[config.mk]
export PLATFORM = sky130hd
export DESIGN_NAME = reg_array_sb
export DESIGN_NICKNAME = d
export VERILOG_FILES = /design/src/rtl/reg_array_sb.sv
export SDC_FILE = /design/constraint.sdc
export NUM_CORES = 2
export LEC_CHECK = 0
export CORE_ASPECT_RATIO = 0.8
export CORE_MARGIN = 2
export CORE_UTILIZATION = 58
export CTS_CLUSTER_DIAMETER = 200
export DETAILED_ROUTE_END_ITERATION = 7
export HOLD_SLACK_MARGIN = 0.08
export PLACE_DENSITY_LB_ADDON = 0.05
export SKIP_CTS_REPAIR_TIMING = 1
export SYNTH_ARGS = -nofsm -noshare
export SYNTH_HDL_FRONTEND = slang
export SYNTH_SLANG_ARGS = --single-unit
[constraint.sdc]
create_clock -name clk_Regs -period 3.76 [get_ports clk_Regs]
set_clock_uncertainty 0.15 [all_clocks]
set_input_delay 0.752 -clock clk_Regs [delete_from_list [all_inputs] [get_ports clk_Regs]]
set_output_delay 0.752 -clock clk_Regs [all_outputs]
set_load 0.03 [all_outputs]
[src/rtl/reg_array_sb.sv]
// reg_array_sb: 2R/1W register file with a 1-bit pending-write scoreboard,
// optional write bypass and optional registered read outputs.
module reg_array_sb #(
  parameter int DATA_W   = 32,
  parameter int ADDR_W   = 5,
  parameter bit ZERO_REG = 1'b1,
  parameter bit BYPASS   = 1'b1,
  parameter bit READ_REG = 1'b0
) (
  input  logic                 clk_Regs,
  input  logic                 rst_n_Regs,
  input  logic                 Reg_Write,
  input  logic [ADDR_W-1:0]    W_Addr,
  input  logic [DATA_W-1:0]    W_Data,
  input  logic [ADDR_W-1:0]    R_Addr_A,
  input  logic [ADDR_W-1:0]    R_Addr_B,
  input  logic                 Rd_En,
  input  logic                 Issue_Valid,
  input  logic [ADDR_W-1:0]    Issue_Addr,
  output logic [DATA_W-1:0]    R_Data_A,
  output logic [DATA_W-1:0]    R_Data_B,
  output logic                 Busy_A,
  output logic                 Busy_B,
  output logic [2**ADDR_W-1:0] Pending
);
  localparam int DEPTH = 2**ADDR_W;
  logic [DATA_W-1:0] regs_q [DEPTH];
  logic [DEPTH-1:0]  pending_q, pending_d;
  logic              wr_ok, iss_ok, zero_a, zero_b, byp_a, byp_b;
  logic [DATA_W-1:0] val_a, val_b;
  assign wr_ok  = Reg_Write && !(ZERO_REG && W_Addr == '0);
  assign iss_ok = Issue_Valid && !(ZERO_REG && Issue_Addr == '0);
  // Set is applied after clear so a same-cycle issue keeps the newer producer pending.
  always_comb begin
    pending_d = pending_q;
    if (wr_ok) pending_d[W_Addr] = 1'b0;
    if (iss_ok) pending_d[Issue_Addr] = 1'b1;
  end
  always_ff @(posedge clk_Regs or negedge rst_n_Regs) begin
    if (!rst_n_Regs) begin
      for (int i = 0; i < DEPTH; i++) regs_q[i] <= '0;
      pending_q <= '0;
    end else begin
      if (wr_ok) regs_q[W_Addr] <= W_Data;
      pending_q <= pending_d;
    end
  end
  assign zero_a = ZERO_REG && R_Addr_A == '0;
  assign zero_b = ZERO_REG && R_Addr_B == '0;
  assign byp_a  = BYPASS && Reg_Write && W_Addr == R_Addr_A;
  assign byp_b  = BYPASS && Reg_Write && W_Addr == R_Addr_B;
  assign val_a  = zero_a ? '0 : byp_a ? W_Data : regs_q[R_Addr_A];
  assign val_b  = zero_b ? '0 : byp_b ? W_Data : regs_q[R_Addr_B];
  assign Busy_A = !zero_a && !byp_a && pending_q[R_Addr_A];
  assign Busy_B = !zero_b && !byp_b && pending_q[R_Addr_B];
  assign Pending = pending_q;
  generate
    if (READ_REG) begin : g_rreg
      logic [DATA_W-1:0] rd_a_q, rd_b_q;
      always_ff @(posedge clk_Regs or negedge rst_n_Regs) begin
        if (!rst_n_Regs) begin
          rd_a_q <= '0;
          rd_b_q <= '0;
        end else if (Rd_En) begin
          rd_a_q <= val_a;
          rd_b_q <= val_b;
        end
      end
      assign R_Data_A = rd_a_q;
      assign R_Data_B = rd_b_q;
    end else begin : g_rcomb
      logic unused_rd_en;
      assign unused_rd_en = Rd_En;
      assign R_Data_A = val_a;
      assign R_Data_B = val_b;
    end
  endgenerate
endmodule

==> flow_metrics.py <==
metrics = {
    "outcome": {
        "status": "finished, violations left",
        "violations": "setup timing",
    },
    "timing": {
        "worstMarginPinSlew_ps": 946,
        "min_period_over_period_pct": 101,
        "finalSetupViolations": 9,
        "slew_headroom_pct": 36.9,
        "tns_ps": -234,
        "final_hold_viol_count": 0,
        "fmax_ghz": 0.262,
        "period_minus_slack_ps": 3820,
        "finalWorstSetupSlack_ps": -55.3,
        "rsz0062_at_grt": "true",
        "final_max_slew_viol_count": 0,
    },
    "route": {
        "wl_mm": 206,
        "drtAntennaViolNets": 0,
        "vias": 41204,
        "drt_iter0_markers": 5069,
        "wl_per_cell_um": 35.9,
        "dr_wl_met2_mm": 90.8,
        "drc": 0,
        "top_layer": "met4",
        "routed_via_density": 7.17,
        "drt-pass1-iter-count": 5,
        "dr_wl_met3_mm": 24.1,
        "wl_met1_mm": 80.2,
    },
    "critical_path": {
        "cp-start-kind": "input port",
        "cp.arrival_ps": 2910,
        "cp-end-kind": "output port",
        "reg2reg_to": "regs_q[291]",
        "r2r_setup_slack_ps": 2710,
        "rr_startpoint": "regs_q[291]",
        "crit_type": "input port to output port",
        "rr_worst_depth": 2,
        "cp.required_ps": 2860,
        "critPathMaxFanout": 14,
        "crit_start": "R_Addr_B[1]",
        "crit_end": "R_Data_B[22]",
    },
    "synth": {
        "ys_warn_count": 0,
        "async_flop_share_pct": 100,
        "ys_seq_elements": 1056,
        "synth_top_flop_cell": "dfrtp_1",
        "synth_cells": 3962,
        "syn_nets": 4019,
        "syn_area_um2": 57300,
        "synth_area_per_cell_um2": 14.5,
        "synth_seq_area_share_pct": 46.1,
        "synthDistinctLibCells": 69,
        "synth_edf_count": 0,
    },
    "worst_hold_path": {
        "hp-class": "register to register",
    },
    "cts": {
        "clkLatencyLatePin_ps": 710,
        "clk_path_buf_depth": 3,
        "clockRootBuffer": "clkbuf_16",
        "cts_tree": "yes",
        "cts_buffers": 107,
        "cts.sinks": 1056,
        "clk_pin_slew_ps": 60,
        "htreeDepth": 3,
    },
    "die": {
        "ios": 155,
        "num_rows": 103,
        "die_h_um": 285,
        "start_util_pct": 58.3,
        "die_x_um": 356,
        "die_area_um2": 101000,
        "core-area_um2": 98300,
    },
    "power_and_ir_drop": {
        "pwr-share-seq_pct": 43.5,
        "p_clk_share_pct": 31.5,
        "leakage_nw": 30.4,
        "peakVddDrop_uv": 431,
        "power_density_nw_per_um2": 509,
        "swShare_pct": 29.3,
        "p_switching_mw": 10.3,
        "total_power_mw": 35.2,
        "pwr-share-comb_pct": 25.0,
        "power.internal_mw": 24.9,
    },
    "flow_run": {
        "maxCapViolations": 0,
    },
    "placement": {
        "place.gp.congestion": 0.945,
        "post-dp-hpwl_mm": 131,
        "io_buffers": 153,
    },
    "finish": {
        "diodes": 0,
        "drive_gt1_share_pct": 54.8,
        "area_growth_pct": 20.5,
        "fillers": 6585,
        "fin_nets": 4402,
    },
    "grt": {
        "antenna_found_initial": 2,
        "grt_pass1_vias": 41943,
        "grt_pass1_wl_mm": 293,
        "grt_max_degree": 99,
        "grt_util_all_layers_pct": 39.9,
        "grt-ovfl-total": 0,
    },
}
logic make-up (layout without fill, tap and decap cells):
group | after synthesis | after routing | share of synthesized area, %
mux | 1672 | 1672 | 41.4
flops | 1056 | 1056 | 46.1
buf+inv | 469 | 939 | 4.07
compound gates | 453 | 453 | 5.58
simple gates | 302 | 302 | 2.72
xor+xnor | 10 | 10 | 0.153
how the worst min path moves through the flow:
stage                  from            to  slack [ps]  cells after the start
6_report       regs_q[1002]  regs_q[1002]         250                      0
5_1_grt        regs_q[1004]  regs_q[1004]         260                      0
4_1_cts          rst_n_Regs   regs_q[834]         -60                      1
3_5_place_dp   regs_q[1000]  regs_q[1000]         230                      0
3_3_place_gp   regs_q[1012]  regs_q[1012]         230                      0
2_1_floorplan  regs_q[1000]  regs_q[1000]         290                      1
worst max-delay path, cell delays in order:
cell	delay, ps
buf_8	150
buf_12	190
and3b_1	220
buf_4	250
a22oi_1	250
o211ai_1	120
o22ai_1	400
nor2_1	80
nor2_1	290
buf_12	160
power by group through the flow:
stage	clock network, mW	registers, mW	logic, mW
after floorplan	0	14.9	5.49
after global placement	0	15.1	8.15
after detailed placement	0	15.4	8.39
after CTS	11.1	15.2	8.44
after global routing	11.6	15.5	9.25
final	11.1	15.3	8.80
cell usage in the layout (no fill, tap or decap), types with 19 or more instances in the layout:
cell / n
clkbuf_8: 25
o211ai_1: 19
clkbuf_1: 24
a211oi_2: 23
o21ai_1: 23
and2_1: 23
mux2_2: 1019
a221oi_1: 25
a22oi_1: 36
nand3_1: 23
a211oi_1: 75
mux4_2: 457
buf_12: 140
nor3_1: 24
buf_6: 35
clkbuf_16: 124
nor2_1: 32
dfrtp_1: 1056
o21ai_0: 50
nand2_2: 20
clkdlybuf4s50_1: 71
o22ai_1: 42
mux2i_1: 194
nand2_1: 67
buf_4: 436
clkinv_2: 23
nor2b_1: 38
a21oi_1: 52
per-layer routing:
layer	vias to the layer above	track usage (%)
li1	16065	-
met1	21932	56.3
met2	2581	58.2
met3	626	11.6
met4	0	17.0
met5	-	0
flip-flops by register name (all words and copies together), names as in the netlist:
name     count
Pending     32
regs_q    1024
cell type report:
class | instances | area (µm²) | share of cell area [%]
flip-flops and latches | 1056 | 26400 | 38.3
clock inverters | 39 | 444 | 0.643
inverters | 18 | 68.8 | 0.0996
multi-input cells | 2437 | 29300 | 42.4
clock buffers | 157 | 3140 | 4.54
well taps | 1312 | 1640 | 2.38
repair buffers | 725 | 8100 | 11.7
Yosys cell counts (all sizes together) (26+ instances only):
library cell | number | share of area, %
a211oi | 99 | 1.3
a21oi | 55 | 0.48
a221oi | 36 | 0.57
a22oi | 38 | 0.50
and2 | 26 | 0.28
buf | 233 | 2.5
clkbuf | 218 | 1.4
dfrtp | 1056 | 46
mux2 | 1019 | 20
mux2i | 196 | 3.4
mux4 | 457 | 18
nand2 | 90 | 0.59
nand3 | 29 | 0.25
nor2 | 46 | 0.31
nor2b | 40 | 0.44
nor3 | 32 | 0.31
o21ai | 75 | 0.65
o22ai | 45 | 0.49
metrics by stage:
stage	util, %	cell area, µm²	worst slack [ps]	hold slack [ps]	cells
after floorplan	-	57300	209	291	3962
after global placement	64.9	63900	-539	226	5475
after detailed placement	64.9	63900	-537	233	5475
after CTS	68.6	67400	-554	-62.4	5671
after global routing	70.2	69100	-45.5	259	5744
final	70.2	69100	-55.3	252	5744
Power figures use the tool's default switching activity.
